`config.mk`:
```
export PLATFORM = sky130hd
export DESIGN_NAME = mmio_port_unit
export DESIGN_NICKNAME = d
export VERILOG_FILES = /design/src/rtl/mmio_pkg.sv /design/src/rtl/mmio_port_unit_input_sync_edge.sv /design/src/rtl/mmio_port_unit.sv
export SDC_FILE = /design/constraint.sdc
export NUM_CORES = 1
export LEC_CHECK = 0
export ABC_AREA = 1
export BUFFER_PORTS_ARGS = -buffer_cell sky130_fd_sc_hd__buf_2
export CAP_MARGIN = 40
export CORE_MARGIN = 3
export CORE_UTILIZATION = 40
export CTS_BUF_LIST = sky130_fd_sc_hd__clkbuf_16
export DETAILED_ROUTE_END_ITERATION = 16
export SYNTH_ARGS = -nofsm -noshare
export SYNTH_HDL_FRONTEND = slang
export SYNTH_SLANG_ARGS = --single-unit
```
`constraint.sdc`:
```
create_clock -name clk -period 3.6 [get_ports clk]
set_input_delay 0.18 -clock clk [delete_from_list [all_inputs] [get_ports clk]]
set_output_delay 0.18 -clock clk [all_outputs]
set_load 0.02 [all_outputs]
```
`src/rtl/mmio_pkg.sv`:
```
// mmio_pkg
// Shared constants for the memory-mapped port unit: the default window base,
// register offsets inside the window, and STATUS bit positions.
// Optional feature macro: MMIO_PORT_IRQ_EN (adds the IRQ_MASK register at 0x14
// and moves the top of the decode window up to that offset).
package mmio_pkg;

   localparam logic [31:0] BASE_ADDR_DEFAULT = 32'h1001_0040;

   localparam logic [4:0] OFF_PORT_OUT    = 5'h00;
   localparam logic [4:0] OFF_PORT_IN     = 5'h04;
   localparam logic [4:0] OFF_STATUS      = 5'h08;
   localparam logic [4:0] OFF_TIMER_CMP   = 5'h0C;
   localparam logic [4:0] OFF_TIMER_COUNT = 5'h10;
   localparam logic [4:0] OFF_IRQ_MASK    = 5'h14;

   // Highest offset that still decodes as a hit
`ifdef MMIO_PORT_IRQ_EN
   localparam logic [4:0] OFF_LAST = OFF_IRQ_MASK;
`else
   localparam logic [4:0] OFF_LAST = OFF_TIMER_COUNT;
`endif

   localparam int ST_IN_CHG    = 0;
   localparam int ST_TMR_MATCH = 1;

endpackage

```
`src/rtl/mmio_port_unit_input_sync_edge.sv`:
```
// input_sync_edge
// Two-flop synchronizer for an asynchronous input bus followed by a
// previous-sample register, giving a synchronized value and a one-cycle
// "value differs from last cycle" flag.
// Ports:
//   clk       rising-edge clock
//   reset     asynchronous active-high reset (all stages clear to 0)
//   async_in  asynchronous external input
//   sync_out  synchronized value (second flop)
//   changed   high while the synchronized value differs from the previous sample
module input_sync_edge #(
   parameter int WIDTH = 8
) (
   input  logic             clk,
   input  logic             reset,
   input  logic [WIDTH-1:0] async_in,
   output logic [WIDTH-1:0] sync_out,
   output logic             changed
);

   logic [WIDTH-1:0] stage1;
   logic [WIDTH-1:0] stage2;
   logic [WIDTH-1:0] prev;

   // stage1/stage2 form the metastability chain; prev holds the last
   // synchronized value so a change can be detected one edge later
   always_ff @(posedge clk or posedge reset) begin
      if (reset) begin
         stage1 <= '0;
         stage2 <= '0;
         prev   <= '0;
      end else begin
         stage1 <= async_in;
         stage2 <= stage1;
         prev   <= stage2;
      end
   end

   assign sync_out = stage2;
   assign changed  = (stage2 != prev);

endmodule

```
`src/rtl/mmio_port_unit.sv`:
```
// mmio_port_unit
// Memory-mapped I/O responder sharing the data-RAM bus. Drives a 32-bit output
// port, samples an asynchronous input port, latches input-change and timer
// match events in a write-1-to-clear STATUS register, and runs a programmable
// cycle timer.
// Ports:
//   clk        rising-edge clock
//   reset      asynchronous active-high reset
//   Address    byte address from the ALU
//   WriteData  store data
//   MemWrite   store strobe
//   MemRead    load strobe
//   PortIn     asynchronous external input
//   ReadData   combinational load data, 0 when not selected
//   IOSelect   combinational window hit, used to steer load data away from RAM
//   PortOut    registered output port
//   IRQ        registered interrupt (only with MMIO_PORT_IRQ_EN)
// Optional feature macro: MMIO_PORT_IRQ_EN.
module mmio_port_unit
   import mmio_pkg::*;
#(
   parameter logic [31:0] BASE_ADDR  = BASE_ADDR_DEFAULT,
   parameter int          DATA_WIDTH = 32,
   parameter int          IN_WIDTH   = 8
) (
   input  logic                  clk,
   input  logic                  reset,
   input  logic [31:0]           Address,
   input  logic [DATA_WIDTH-1:0] WriteData,
   input  logic                  MemWrite,
   input  logic                  MemRead,
   input  logic [IN_WIDTH-1:0]   PortIn,
   output logic [DATA_WIDTH-1:0] ReadData,
   output logic                  IOSelect,
   output logic [DATA_WIDTH-1:0] PortOut
`ifdef MMIO_PORT_IRQ_EN
   ,
   output logic                  IRQ
`endif
);

   logic [4:0]            offset;
   logic                  hit;
   logic                  wr_en;
   logic                  rd_en;
   logic                  wr_port_out;
   logic                  wr_status;
   logic                  wr_timer_cmp;
   logic                  wr_timer_count;
   logic [IN_WIDTH-1:0]   port_in_sync;
   logic                  in_changed;
   logic [DATA_WIDTH-1:0] timer_cmp;
   logic [DATA_WIDTH-1:0] timer_count;
   logic                  timer_match;
   logic [1:0]            status;
   logic [1:0]            status_next;

   // The window base is 32-byte aligned, so the upper bits select the window
   // and the low five bits are the register offset within it
   assign offset = Address[4:0];
   assign hit    = (Address[31:5] == BASE_ADDR[31:5]) &&
                   (Address[1:0] == 2'b00) &&
                   (offset <= OFF_LAST);

   assign IOSelect       = hit;
   assign wr_en          = MemWrite & hit;
   assign rd_en          = MemRead & hit;
   assign wr_port_out    = wr_en && (offset == OFF_PORT_OUT);
   assign wr_status      = wr_en && (offset == OFF_STATUS);
   assign wr_timer_cmp   = wr_en && (offset == OFF_TIMER_CMP);
   assign wr_timer_count = wr_en && (offset == OFF_TIMER_COUNT);

   input_sync_edge #(
      .WIDTH (IN_WIDTH)
   ) u_input_sync (
      .clk      (clk),
      .reset    (reset),
      .async_in (PortIn),
      .sync_out (port_in_sync),
      .changed  (in_changed)
   );

   // Output port and compare register are plain RW registers
   always_ff @(posedge clk or posedge reset) begin
      if (reset) begin
         PortOut   <= '0;
         timer_cmp <= '0;
      end else begin
         if (wr_port_out) begin
            PortOut <= WriteData;
         end
         if (wr_timer_cmp) begin
            timer_cmp <= WriteData;
         end
      end
   end

   // A match is only a real wrap when software is not clearing the count in
   // the same cycle; the software clear takes priority
   assign timer_match = (timer_cmp != '0) && (timer_count == timer_cmp) && !wr_timer_count;

   // Timer holds while the compare value is zero; a new compare below the
   // current count is only reached after the counter rolls over
   always_ff @(posedge clk or posedge reset) begin
      if (reset) begin
         timer_count <= '0;
      end else if (wr_timer_count) begin
         timer_count <= '0;
      end else if (timer_cmp != '0) begin
         if (timer_match) begin
            timer_count <= '0;
         end else begin
            timer_count <= timer_count + DATA_WIDTH'(1);
         end
      end
   end

   // Write-1-to-clear is applied first and hardware sets are ORed in last,
   // so an event arriving with a clear of the same bit survives
   always_comb begin
      status_next = status;
      if (wr_status) begin
         status_next = status & ~WriteData[1:0];
      end
      if (in_changed) begin
         status_next[ST_IN_CHG] = 1'b1;
      end
      if (timer_match) begin
         status_next[ST_TMR_MATCH] = 1'b1;
      end
   end

   always_ff @(posedge clk or posedge reset) begin
      if (reset) begin
         status <= '0;
      end else begin
         status <= status_next;
      end
   end

`ifdef MMIO_PORT_IRQ_EN
   logic [1:0] irq_mask;
   logic       wr_irq_mask;

   assign wr_irq_mask = wr_en && (offset == OFF_IRQ_MASK);

   // IRQ is registered from the current STATUS, so it follows a status set
   // by one cycle and drops one cycle after the bit is cleared
   always_ff @(posedge clk or posedge reset) begin
      if (reset) begin
         irq_mask <= '0;
         IRQ      <= 1'b0;
      end else begin
         if (wr_irq_mask) begin
            irq_mask <= WriteData[1:0];
         end
         IRQ <= |(status & irq_mask);
      end
   end
`endif

   // Load data is combinational from the current register values, so a
   // simultaneous store is not visible until after the edge
   always_comb begin
      ReadData = '0;
      if (rd_en) begin
         case (offset)
            OFF_PORT_OUT:    ReadData = PortOut;
            OFF_PORT_IN:     ReadData = {{(DATA_WIDTH-IN_WIDTH){1'b0}}, port_in_sync};
            OFF_STATUS:      ReadData = {{(DATA_WIDTH-2){1'b0}}, status};
            OFF_TIMER_CMP:   ReadData = timer_cmp;
            OFF_TIMER_COUNT: ReadData = timer_count;
`ifdef MMIO_PORT_IRQ_EN
            OFF_IRQ_MASK:    ReadData = {{(DATA_WIDTH-2){1'b0}}, irq_mask};
`endif
            default:         ReadData = '0;
         endcase
      end
   end

endmodule

```
After elaboration in Yosys (flattened, before gate mapping)
Cells that the tools add are included.

word-level totals
  register bits after elaboration = 122
  output and inout bits = 65
  logic and storage cells = 44

cells by class
  add/sub/neg operators = 1
  magnitude comparators = 1
  eq/ne operators = 7
  muxes and demuxes = 8
  bitwise gates (word level) = 4
  reductions and logical operators = 15

operator list
  cell                     number
  $pmux W32 S5             1
  $mux W32                 4
  $add A32 B1 Y32 const B  1
  $eq A32 B32 Y1           1
  $reduce_bool A32 Y1      1
  $eq A27 B24 Y1 const B   1
  $eq A5 B4 Y1 const B     2
  $logic_and A1 B1 Y1      8
  $ne A8 B8 Y1             1
  $reduce_bool A2 Y1       3
  $eq A5 B3 Y1 const B     1
  $eq A5 B5 Y1 const B     1
  $le A5 B5 Y1 const B     1
  $logic_not A5 Y1         1
  $and A1 B1 Y1            2
  $and A2 B2 Y2            1
  $logic_not A2 Y1         1
  $mux W1                  2
  $mux W2                  1
  $not A2 Y2               1
  $logic_not A1 Y1         1

Logic depth before layout (Yosys ltp)
  depth in word-level cells = 10
  gate-level depth with buffers = 13
  gate-level depth less buffers = 12

By module
Synthesis repeated with hierarchy kept, for this count alone.

second synthesis, totals
  cells, all modules = 1,029
  area, all modules = 7,333.3 um^2

modules (own cells, without submodules)
  module           times used  cells an instance  area each (um^2)  sequential area each (um^2)
  mmio_port_unit   1           977                6,602.6           2,452.4
  input_sync_edge  1           52                 730.7             600.6

Worst setup path before layout
No wires, ideal clock.

  path kind = input to output
  from = input Address[30]
  to = output ReadData[27]
  arrival = 1.538 ns
  path slack = 1.882 ns
  stages on the path = 9
  buffers on the path = 1
  cell sequence = nor2_1 > nand2_1 > nand3b_1 > nor2_2 > nand2_2 > inv_1 > nand2_2 > buf_2 > a31oi_1

on the way
  cells in the longest elaborated chain, start to end = 5

ends and longest elaborated chain
  item                 RTL line               RTL
  start, declared      mmio_port_unit.sv:28   input logic [31:0] Address,
  $eq A27 B24 Y1       mmio_port_unit.sv:61   assign hit = (Address[31:5] == BASE_ADDR[31:5]) &&
  $logic_and A1 B1 Y1  mmio_port_unit.sv:61
  $logic_and A1 B1 Y1  mmio_port_unit.sv:62   (Address[1:0] == 2'b00) &&
  net IOSelect         mmio_port_unit.sv:34   output logic IOSelect,
  $and A1 B1 Y1        mmio_port_unit.sv:67   assign rd_en = MemRead & hit;
  $mux W32             mmio_port_unit.sv:166  if (rd_en) begin
  end, declared        mmio_port_unit.sv:33   output logic [DATA_WIDTH-1:0] ReadData,

The timed path passes the listed nets, and every way through them passes these cells.

Worst setup path in the final report
  from = register timer_count[0]
  to = register timer_count[26]

on the way
  cells in the longest elaborated chain, start to end = 6
  elaborated cells on any way between the ends = 7
  classes of those cells = 1 x add/sub; 1 x eq/ne; 3 x mux; 2 x reduce/logical

ends and longest elaborated chain
  item                                                                     RTL line               RTL
  start, declared                                                          mmio_port_unit.sv:53   logic [DATA_WIDTH-1:0] timer_count;
  start signal, assigned                                                   mmio_port_unit.sv:113  timer_count <= timer_count + DATA_WIDTH'(1);
  parallel branches: the longest is 3 deep, another holds $add A32 B1 Y32  --
  $mux W32 *                                                               mmio_port_unit.sv:110  if (timer_match) begin
  $mux W32 *                                                               mmio_port_unit.sv:109  end else if (timer_cmp != '0) begin
  $mux W32 *                                                               mmio_port_unit.sv:107  end else if (wr_timer_count) begin

Every way passes the cells marked *. The select of a mux whose other input is x is not followed.
A chain may end at the register's enable or synchronous reset.

==> reports/metrics.yaml <==
floorplan:
  die_w_um: 143
  initial_utilization_pct: 41.3
  die_h_um: 143
  dieArea_um2: 20500
  ios: 141
  rows: 49
  core_area_um2: 18200
global_routing:
  antenna_found_initial: 0
  track_usage_pct: 20.8
  grt_start_max_net_pins: 65
  grt_pass1_wl_mm: 33.9
  overflow: 0
  grt_pass1_vias: 6621
timing:
  hold_viol_final: 0
  skew_ns: 0.00727
  setup_viol: 0
  slew_viol_final: 0
  hold_ws_ns: 0.0116
  period_minus_slack_ns: 2.15
  setup_tns_ns: 0
  rsz0062_at_grt: "false"
  worstMarginPinSlew_ns: 0.757
  finalCritPeriodShare_pct: 59.7
  slew_headroom_pct: 49.6
  fmax_mhz: 465
pwr:
  pwr-share-seq_pct: 42.2
  p_int_mw: 2.49
  swShare_pct: 24.5
  leakage_nw: 4.54
  netSwitchingPower_mw: 0.809
  clkPwrFrac_pct: 53.3
  irDropWorstVdd_uv: 308
  totalPowerFinal_mw: 3.30
  power.density_nw_per_um2: 369
  power_frac_comb_pct: 4.4
logic_synthesis:
  synth_fp_nets: 1135
  yosysSeqAreaShare_pct: 40.6
  synth_area_um2: 7510
  yosysTopAreaCellShare_pct: 40.6
  ys_warn_count: 0
  synth_cells: 1058
  syn_area_per_cell_um2: 7.10
  yosysTopAreaCell: "dfrtp_1"
  ys_types: 37
  ys_ff_latch: 122
  synthTopCellsByArea: "dfrtp_1 (41%), nand2_1 (20%), inv_1 (7.1%)"
route:
  dr.pass1.iters: 5
  drc: 0
  drt-total-wl_mm: 20.8
  vias: 6983
  wl_per_cell_um: 14.5
  antenna_left: 0
  drtIter0Drc: 462
  drt-vias-per-instance: 4.89
clocking:
  cts_hold_buf: 9
  post_cts_buffers: 0
  cts_sinks: 122
  cts_buffers: 17
  cts-resized-gates: 0
  tritoncts: "built"
  cts_buffer_depth: 2
  cts-root-buf: "clkbuf_16"
  cts-htree-levels: 4
  clk_pin_slew_worst_paths_ns: 0.06
  clock_latency_ns: 0.43
hold_path:
  min_to: "PortOut[31]"
  min_from: "WriteData[31]"
  hold_path_class: "in -> reg"
  whs_path_depth: 3
worst_setup_path:
  critPathLaunchType: "flop"
  path_cells: "ha_1 > nand2_1 > nor2_1 > nand2_1 > nor2_2 > nand3_1 > nand2_1 > inv_1 > nand4_1 > nand2_1"
  cp.required_ns: 3.91
  reg2reg_to: "timer_count[26]"
  cpMostUsedCell: "nand2_1"
  worstSetupEndpointType: "flop"
  reg2reg_from: "timer_count[0]"
  crit_fanout: 7
  critPathMaxStageDelay_ns: 0.54
  worstSetupPathType: "reg -> reg"
  worstRegToRegCells: 10
  rrSetupSlack_ns: 1.45
  crit_slowest_cell: "dfrtp_1"
  cp.arrival_ns: 2.46
layout:
  drive_above_1_share_pct: 19.6
  fin_nets: 1264
  diodes: 0
  area_delta_synth_final_pct: 19.1
placed_design:
  portBuffers: 140
  hpwlAfterDp_mm: 15.5
  gp_congestion: 0.886
run_status:
  run_status: "finished, final reports clean"
run:
  drv_cap: 0
## synthesized netlist by cell type (all sizes together)
library cell / count
nand2: 401
inv: 148
dfrtp: 122
nor2: 107
o21ai: 72
nand4: 50
buf: 32
a31oi: 25
nand3: 24
xnor2: 20
a21oi: 15
xor2: 15
clkbuf: 12
o22ai: 5
clkinv: 2
nor3: 2
or2: 2
a221oi: 1
ha: 1
nand3b: 1
nor4: 1
## per-stage QoR
stage	setup slack [ns]	util (%)	area (µm²)	cells
finish	1.45	49.1	8950	1429
floorplan	0.177	-	7510	1058
global placement	1.01	45.0	8200	1386
global route	1.22	49.1	8950	1429
detailed placement	1.37	45.3	8250	1388
CTS	1.41	49.1	8950	1429
## final cells by class
class | count | area [µm²]
Timing Repair Buffer | 154 | 881
Inverter | 150 | 568
Clock inverter | 15 | 178
Multi-Input combinational cell | 742 | 3550
Clock buffer | 17 | 425
Sequential cell | 122 | 3050
Fill cell | 1842 | 9260
Tap cell | 229 | 287
## worst max-delay path, delay by kind of cell, from the launching register on
| kind | cells | cell delay (ns) |
|---|---|---|
| adders and majority gates | 1 | 0.36 |
| and+or+nand+nor | 8 | 1.09 |
| buffers and inverters | 1 | 0.04 |
| DFF | 1 | 0.54 |
## layer usage
metal / up-vias / track usage [%] / wire length (µm)
li1: 3569 / - / -
met4: 0 / 5.25 / 243
met5: - / 0 / 0
met3: 21 / 3.68 / 944
met2: 172 / 31.3 / 9490
met1: 3221 / 31.0 / 10100
## flip-flops by register name, summed over array words and instances, names as in the netlist
| name | flops |
|---|---|
| PortOut | 32 |
| timer_cmp | 32 |
| timer_count | 32 |
| u_input_sync.prev | 8 |
| u_input_sync.stage1 | 8 |
| u_input_sync.sync_out | 8 |
| status | 2 |
## logic make-up after synthesis
logic type      after synthesis  share of synthesized area [%]
compound gates              118                           9.61
xor+xnor                     35                           4.08
fa+ha+maj                     1                          0.167
buf+inv                     194                           12.0
flops                       122                           40.6
simple gates                588                           33.5
## worst max path at each step
stage	startpoint	slack (ns)	end	cells past startpoint
2_1_floorplan	reset	0.18	PortOut[0]	1
3_3_place_gp	Address[4]	1.01	PortOut[20]	7
3_5_place_dp	Address[1]	1.37	timer_count[11]	8
4_1_cts	Address[9]	1.41	ReadData[10]	13
5_1_grt	Address[9]	1.22	ReadData[10]	13
6_report	timer_count[0]	1.45	timer_count[26]	10
## cells in the final DEF, fill, tap and decap left out, types with 23 or more instances in the layout
| master | netlist | final |
|---|---|---|
| o21ai_2 | 24 | 24 |
| a31oi_1 | 25 | 25 |
| nor2_1 | 94 | 94 |
| dfrtp_1 | 122 | 122 |
| nand3_1 | 23 | 23 |
| o21ai_1 | 41 | 41 |
| nand4_1 | 48 | 48 |
| buf_2 | 13 | 140 |
| inv_1 | 142 | 141 |
| nand2_1 | 393 | 393 |
## power groups by stage
| stage | Clock, mW | Sequential (mW) | Combinational (mW) |
|---|---|---|---|
| 2_1_floorplan | 0 | 1.42 | 0.0706 |
| 3_3_place_gp | 0 | 1.42 | 0.136 |
| 3_5_place_dp | 0 | 1.42 | 0.142 |
| 4_1_cts | 1.79 | 1.39 | 0.150 |
| 5_1_grt | 1.84 | 1.39 | 0.168 |
| 6_report | 1.76 | 1.39 | 0.147 |
No activity file was read; power rests on OpenSTA's default activity.
